==> config.mk <==
export PLATFORM = sky130hd
export DESIGN_NAME = pu_stage_controller
export DESIGN_NICKNAME = d
export VERILOG_FILES = /design/src/rtl/pu_stage_controller.sv
export SDC_FILE = /design/constraint.sdc
export NUM_CORES = 1
export LEC_CHECK = 0
export ABC_CLOCK_PERIOD_IN_PS = 2400
export CORE_MARGIN = 3
export CORE_UTILIZATION = 25
export CTS_CLUSTER_DIAMETER = 80
export DETAILED_ROUTE_END_ITERATION = 16
export GPL_TIMING_DRIVEN = 0
export PLACE_DENSITY = 0.81
export SKIP_LAST_GASP = 1
export SYNTH_ARGS = -nofsm -noshare
export SYNTH_HDL_FRONTEND = slang
export SYNTH_SLANG_ARGS = --single-unit
==> constraint.sdc <==
create_clock -name clk -period 2.4 [get_ports clk]
set_input_delay 0.36 -clock clk [delete_from_list [all_inputs] [get_ports clk]]
set_output_delay 0.36 -clock clk [all_outputs]
set_load 0.05 [all_outputs]
==> src/rtl/pu_stage_controller.sv <==
// pu_stage_controller
// Issuing side of the global_stage protocol shared by every processing unit.
// Runs one decode round: load, a grow/merge loop, peel, the result handshake
// and, with more than one context, a save/wait/restore turnaround. The PE
// busy/odd flags are OR-reduced to decide when merge has converged and whether
// another growth step is needed. MAX_GROWTH must not exceed 255, so the 8-bit
// growth counter can never wrap.
module pu_stage_controller #(
    parameter int PU_COUNT     = 64,
    parameter int NUM_CONTEXTS = 2,
    parameter int MAX_GROWTH   = 16,
    parameter int MERGE_SETTLE = 3,
    localparam int STAGE_WIDTH = 3,
    localparam int CTX_W       = (NUM_CONTEXTS > 1) ? $clog2(NUM_CONTEXTS) : 1
) (
    input  logic                   clk,
    input  logic                   reset,
    input  logic                   measurement_valid,
    output logic                   measurement_ready,
    input  logic [PU_COUNT-1:0]    busy_in,
    input  logic [PU_COUNT-1:0]    odd_in,
    output logic [STAGE_WIDTH-1:0] global_stage,
    output logic                   local_context_switch,
    output logic                   result_valid,
    input  logic                   result_ready,
    output logic [7:0]             growth_count,
    output logic                   overflow,
    output logic [CTX_W-1:0]       context_id
);

    // Stage codes broadcast to the PEs.
    localparam logic [STAGE_WIDTH-1:0] STAGE_IDLE                = 3'd0;
    localparam logic [STAGE_WIDTH-1:0] STAGE_MEASUREMENT_LOADING = 3'd1;
    localparam logic [STAGE_WIDTH-1:0] STAGE_GROW                = 3'd2;
    localparam logic [STAGE_WIDTH-1:0] STAGE_MERGE               = 3'd3;
    localparam logic [STAGE_WIDTH-1:0] STAGE_PEELING             = 3'd4;
    localparam logic [STAGE_WIDTH-1:0] STAGE_RESULT_VALID        = 3'd5;
    localparam logic [STAGE_WIDTH-1:0] STAGE_WRITE_TO_MEM        = 3'd6;
    localparam logic [STAGE_WIDTH-1:0] STAGE_READ_FROM_MEM       = 3'd7;

    // Merge settle counter is wide enough to hold MERGE_SETTLE itself.
    localparam int               MCNT_W         = (MERGE_SETTLE < 1) ? 1 : $clog2(MERGE_SETTLE + 1);
    localparam logic [MCNT_W-1:0] MERGE_SETTLE_C = MCNT_W'(MERGE_SETTLE);
    localparam logic [7:0]        MAX_GROWTH_C   = 8'(MAX_GROWTH);
    localparam logic [CTX_W-1:0]  CTX_LAST       = CTX_W'(NUM_CONTEXTS - 1);
    localparam bit                HAS_CONTEXTS   = (NUM_CONTEXTS > 1);

    typedef enum logic [3:0] {
        ST_IDLE,
        ST_LOAD,
        ST_MERGE,
        ST_GROW,
        ST_PEEL,
        ST_RESULT,
        ST_SAVE,
        ST_WAIT,
        ST_RESTORE
    } state_e;

    state_e                 state_q, state_d;
    logic                   load_done_q, load_done_d;
    logic [MCNT_W-1:0]      merge_cnt_q, merge_cnt_d;
    logic [7:0]             growth_q, growth_d;
    logic                   overflow_q, overflow_d;
    logic [CTX_W-1:0]       ctx_q, ctx_d;
    logic [STAGE_WIDTH-1:0] stage_q, stage_d;
    logic                   ready_q, ready_d;
    logic                   valid_q, valid_d;

    logic any_busy;
    logic any_odd;
    logic settled;

    // Stage code that the PEs must see while the controller sits in a state.
    function automatic logic [STAGE_WIDTH-1:0] stage_of(input state_e s);
        logic [STAGE_WIDTH-1:0] code;
        code = STAGE_IDLE;
        unique case (s)
            ST_IDLE:    code = STAGE_IDLE;
            ST_LOAD:    code = STAGE_MEASUREMENT_LOADING;
            ST_MERGE:   code = STAGE_MERGE;
            ST_GROW:    code = STAGE_GROW;
            ST_PEEL:    code = STAGE_PEELING;
            ST_RESULT:  code = STAGE_RESULT_VALID;
            ST_SAVE:    code = STAGE_WRITE_TO_MEM;
            ST_WAIT:    code = STAGE_IDLE;
            ST_RESTORE: code = STAGE_READ_FROM_MEM;
            default:    code = STAGE_IDLE;
        endcase
        return code;
    endfunction

    // Cluster-wide flags: any PE still busy, any PE still holding an odd cluster.
    assign any_busy = |busy_in;
    assign any_odd  = |odd_in;
    assign settled  = (merge_cnt_q == MERGE_SETTLE_C);

    // Next-state and round bookkeeping for the decode sequence.
    always_comb begin
        // NOTE: every _d signal gets a default before the case, so no path leaves one unassigned and no latch is inferred.
        state_d     = state_q;
        load_done_d = 1'b0;
        merge_cnt_d = '0;
        growth_d    = growth_q;
        overflow_d  = overflow_q;
        ctx_d       = ctx_q;

        unique case (state_q)
            ST_IDLE: begin
                // ready is high throughout IDLE, so valid alone completes the handshake.
                if (measurement_valid) begin
                    state_d    = ST_LOAD;
                    growth_d   = '0;
                    overflow_d = 1'b0;
                end
            end

            ST_LOAD: begin
                // Two cycles: the first arms load_done, the second moves on.
                if (load_done_q) begin
                    state_d = ST_MERGE;
                end else begin
                    load_done_d = 1'b1;
                end
            end

            ST_MERGE: begin
                // Flags are stale until the stage register, PE compute and PE busy register have all turned over.
                if (!settled) begin
                    merge_cnt_d = merge_cnt_q + 1'b1;
                end else if (any_busy) begin
                    merge_cnt_d = merge_cnt_q;
                end else if (any_odd && (growth_q < MAX_GROWTH_C)) begin
                    state_d  = ST_GROW;
                    growth_d = growth_q + 8'd1;
                end else begin
                    state_d = ST_PEEL;
                    if (any_odd) begin
                        overflow_d = 1'b1;
                    end
                end
            end

            // Always a single cycle and always followed by MERGE, so GROW steps never abut.
            ST_GROW: state_d = ST_MERGE;

            ST_PEEL: state_d = ST_RESULT;

            ST_RESULT: begin
                if (result_ready) begin
                    state_d = HAS_CONTEXTS ? ST_SAVE : ST_IDLE;
                end
            end

            ST_SAVE: state_d = ST_WAIT;

            // Gives the PE RAM one cycle of read latency before the restore.
            ST_WAIT: state_d = ST_RESTORE;

            ST_RESTORE: begin
                state_d = ST_IDLE;
                ctx_d   = (ctx_q == CTX_LAST) ? '0 : ctx_q + 1'b1;
            end

            default: state_d = ST_IDLE;
        endcase
    end

    // Registered outputs follow the next state so they line up with state_q.
    always_comb begin
        stage_d = stage_of(state_d);
        ready_d = (state_d == ST_IDLE);
        valid_d = (state_d == ST_RESULT);
    end

    // State and output registers; reset aborts a round on the spot.
    always_ff @(posedge clk) begin
        // NOTE: non-blocking assignments so every flop updates from values sampled before the edge.
        if (reset) begin
            state_q     <= ST_IDLE;
            load_done_q <= 1'b0;
            merge_cnt_q <= '0;
            growth_q    <= '0;
            overflow_q  <= 1'b0;
            ctx_q       <= '0;
            stage_q     <= STAGE_IDLE;
            ready_q     <= 1'b1;
            valid_q     <= 1'b0;
        end else begin
            state_q     <= state_d;
            load_done_q <= load_done_d;
            merge_cnt_q <= merge_cnt_d;
            growth_q    <= growth_d;
            overflow_q  <= overflow_d;
            ctx_q       <= ctx_d;
            stage_q     <= stage_d;
            ready_q     <= ready_d;
            valid_q     <= valid_d;
        end
    end

    assign global_stage         = stage_q;
    assign measurement_ready    = ready_q;
    assign result_valid         = valid_q;
    assign growth_count         = growth_q;
    assign overflow             = overflow_q;
    assign context_id           = ctx_q;
    // Only global context switches are issued from here.
    assign local_context_switch = 1'b0;

endmodule

==> impl_table.tex <==
\begin{tabular}{lr}
\hline
Metric & Value \\
\hline
\multicolumn{2}{l}{\textbf{Status}} \\
Result of the run & complete, but fails checks \\
Failing checks & negative setup slack \\
\multicolumn{2}{l}{\textbf{Clock network}} \\
Maximum root-to-sink buffer count & 2 \\
Clock-pin slew on the worst setup and hold paths & 0.08 ns \\
Clock tree from TritonCTS & done \\
Cts-stage hold buffer count & 0 \\
Clock buffer count from CTS & 3 \\
Clock root buffer & clkbuf\_8 \\
Maximum level of the CTS H-tree & 1 \\
Clock latency on the worst-skew pair & approximately 0.27 ns \\
Number of clock sinks seen by CTS & 22 \\
\multicolumn{2}{l}{\textbf{Routing}} \\
Vias after detailed routing & 2169 \\
Vias per cell & 5.34 \\
Number of detailed-route iterations in the first pass & 4 \\
Per-cell routed wire length & approximately 18 um \\
Iter 0 DRT Violations & 157 \\
DRC viols & 0 \\
Remaining antenna violation count & 0 \\
Routed wire length & 7.27 mm \\
\multicolumn{2}{l}{\textbf{Global route}} \\
Pin count of the biggest net entering global routing & 13 \\
Total global routing overflow & 0 \\
All-Layer GR Usage & 0.222 \\
Antenna violations before repair & 0 \\
Via count of the first global-routing pass & 2315 \\
Wire length of the first global-routing pass & 11.0 mm \\
\multicolumn{2}{l}{\textbf{STA}} \\
Worst Clk Skew & 0.00821 ns \\
Fraction of the cycle the final worst path needs & 1.06 \\
Worst-case setup margin in the final layout & -0.144 ns \\
Pin slew with the least headroom to its limit & between 0.5 and 0.6 ns \\
Max-slew violation count & 0 \\
Unrepaired setup endpoints after global routing & yes \\
Fmax & roughly 400 MHz \\
Setup-failing EPs final & 3 \\
Hold Worst Slack & $\sim$0.50 ns \\
Final critical-path required period & 2.54 ns \\
Post-route setup TNS & -0.236 ns \\
Max-slew headroom at the worst pin & 0.658 \\
Final Hold Viols & 0 \\
\multicolumn{2}{l}{\textbf{Pwr}} \\
P\_leak & 1.39 nW \\
Power density cells & approximately 300 mW/mm\^{}2 \\
Pwr Total & 0.982 mW \\
Worst IR Drop VDD & 201 uV \\
\multicolumn{2}{l}{\textbf{Floorplanning}} \\
Area enclosed by the die boundary & between 0.006 and 0.007 mm\^{}2 \\
Std-Cell Core Area & roughly 0.0052 mm\^{}2 \\
Number of ports placed on the die boundary & roughly 150 \\
X dimension of the die & between 80 and 90 um \\
Height of the die & just over 80 um \\
Initial standard-cell utilization of the core & 0.264 \\
Standard-cell row count & 26 \\
\multicolumn{2}{l}{\textbf{Yosys}} \\
Sequential area share after synthesis & 0.318 \\
Post-Syn Instances & 173 \\
Yosys warns & 0 \\
Net count after synthesis & 311 \\
Dominant register cell in the synthesized netlist & dfxtp\_1 \\
Leading area contributor after synthesis & dfxtp\_1 \\
Asr flop ratio synth & 0 \\
Synth Register Bits & 22 \\
Number of different library cells in the post-synthesis netlist & 47 \\
Area fraction of the dominant cell type after synthesis & 0.318 \\
Cell area after technology mapping & 0.00139 mm\^{}2 \\
Synth top area cells & dfxtp\_1 32\%, nor4\_1 15\%, ha\_1 5.4\%, a21oi\_1 4.3\%, nand4\_1 3.6\% \\
Synth Area per Inst & 8.01 um\^{}2 \\
Number of flops mapped to enable cells by yosys & 0 \\
\multicolumn{2}{l}{\textbf{Placed design}} \\
Area after DPL & 0.00301 mm\^{}2 \\
Weighted congestion reported at the end of routability-driven placement & 0.889 \\
Placed cells & a little under 400 \\
IO buf count & roughly 150 \\
Post-placement worst setup slack & -0.884 ns \\
Post-DP HPWL & 5.32 mm \\
\multicolumn{2}{l}{\textbf{Worst setup path}} \\
CP Data Arrival Time & 2.67 ns \\
Worst path required time & 2.53 ns \\
CP endpoint kind & register \\
Max FO, Critical Path & 3 \\
Kind of launch point of the worst setup path & primary input \\
Critical setup path kind & in -> reg \\
\multicolumn{2}{l}{\textbf{Job}} \\
Max-cap violations & 0 \\
\multicolumn{2}{l}{\textbf{Finish}} \\
Final design utilization & 0.619 \\
Final standard cell count with taps included and fillers excluded & approximately 400 \\
Cell area after layout & roughly 0.0032 mm\^{}2 \\
Share of cells above drive strength 1 & 0.399 \\
Net count, final & 475 \\
Post-synthesis to final-layout area growth & 134\% \\
Antenna cells & 0 \\
\multicolumn{2}{l}{\textbf{Worst hold path}} \\
Kind of path behind the tightest hold check & reg -> reg \\
\hline
\end{tabular}
[cell families after synthesis]
kind of cell | synth area share
AND/OR/NAND/NOR | 0.429
XOR/XNOR | 0.0126
adder cells (fa/ha/maj) | 0.0542
buffers and inverters | 0.0361
multiplexers | 0.00723
AO/OA/AOI/OAI | 0.140
flip-flops | 0.318
other | 0.00271
[placed cells by master, fill, tap and decap left out, types with 2 or more instances in the layout]
cell             netlist  routed
dlygate4sd2_1          0      36
buf_2                  1      30
clkdlybuf4s15_1        0      29
nor4_2                 1      25
dfxtp_1               22      19
clkdlybuf4s50_1        0      19
clkbuf_2               0      18
buf_4                  1      14
nor2_1                12      12
nand2_1               12      11
a21oi_1               12       9
nand4_1                8       8
buf_6                  0       8
dlymetal6s2s_1         0       8
nor4_4                 0       7
nand3_1                7       7
and3_1                 5       4
clkbuf_8               0       4
inv_4                  0       3
nor3_1                 5       3
ha_1                   6       3
ha_4                   0       3
dfxtp_2                0       3
nor2b_1                3       2
nor4_1                33       2
nor3_4                 0       2
o211ai_1               2       2
inv_1                  6       2
xor2_1                 2       2
a21oi_2                0       2
or3_1                  2       2
nand2b_1               2       2
o31ai_1                2       2
[final timing paths]
| kind | from | to | slack (ns) | depth (start not counted) |
|---|---|---|---|---|
| setup / recovery | busy_in[0] | global_stage[1] | -0.14 | 10 |
| hold / removal | growth_count[7] | growth_count[7] | 0.50 | 1 |
| hold reg to reg | growth_count[7] | growth_count[7] | 0.50 | 1 |
| setup reg to reg | state_q[1] | global_stage[1] | -0.09 | 8 |
[flip-flops by register name, summed over array words and instances, names as in the netlist]
name               cells
growth_count           8
load_done_q            1
context_id             1
state_q                4
merge_cnt_q            2
overflow               1
result_valid           1
measurement_ready      1
global_stage           3
[Yosys cell counts (2+ instances only)]
| library cell | n |
|---|---|
| o31ai_1 | 2 |
| nand2b_1 | 2 |
| nor4_1 | 33 |
| a21oi_1 | 12 |
| dfxtp_1 | 22 |
| or3_1 | 2 |
| nand3_1 | 7 |
| ha_1 | 6 |
| nor2b_1 | 3 |
| nand2_1 | 12 |
| nand4_1 | 8 |
| o211ai_1 | 2 |
| clkbuf_1 | 3 |
| inv_1 | 6 |
| nor3_1 | 5 |
| xor2_1 | 2 |
| and3_1 | 5 |
| nor2_1 | 12 |
[area by class of cell]
class / count / area (um^2)
multi-input combinational: 139 / 1280
tap: 70 / 87.6
buffer: 3 / 16.3
sequential: 22 / 444
clock buffer: 4 / 55.1
fill: 443 / 1990
inverter: 7 / 33.8
timing repair buffer: 161 / 1330
[what timing repair did]
item | 4_1_cts | 5_1_grt
gates resized for setup | 265 | 82
buffers inserted | 10 | 6
hold endpoints to repair | 0 | 0
setup endpoints to repair | 5 | 4
pin swaps | 51 | 30
[report_power, final]
part           switching [mW]  leakage (nW)  total, mW  internal, mW
clock                   0.123        0.0288      0.269         0.147
sequential            0.00982         0.180      0.383         0.373
combinational           0.148          1.18      0.329         0.181
total                   0.280          1.39      0.982         0.701
[routing by layer]
metal / vias up / routed length [um] / GRT usage
li1: 1007 / - / -
met1: 1032 / 2530 / 0.225
met2: 106 / 3980 / 0.430
met3: 24 / 504 / 0.0426
met4: 0 / 253 / 0.101
met5: - / 0 / 0
[critical path: stages]
cell           delay, ns
dlygate4sd2_1       0.26
nor4_4              0.14
nand4_1             0.22
nor4b_4             0.33
or4b_4              0.51
o211a_4             0.19
ha_4                0.17
nor2b_4             0.12
o311ai_2            0.24
a31oi_1             0.13
Power figures use the tool's default switching activity.
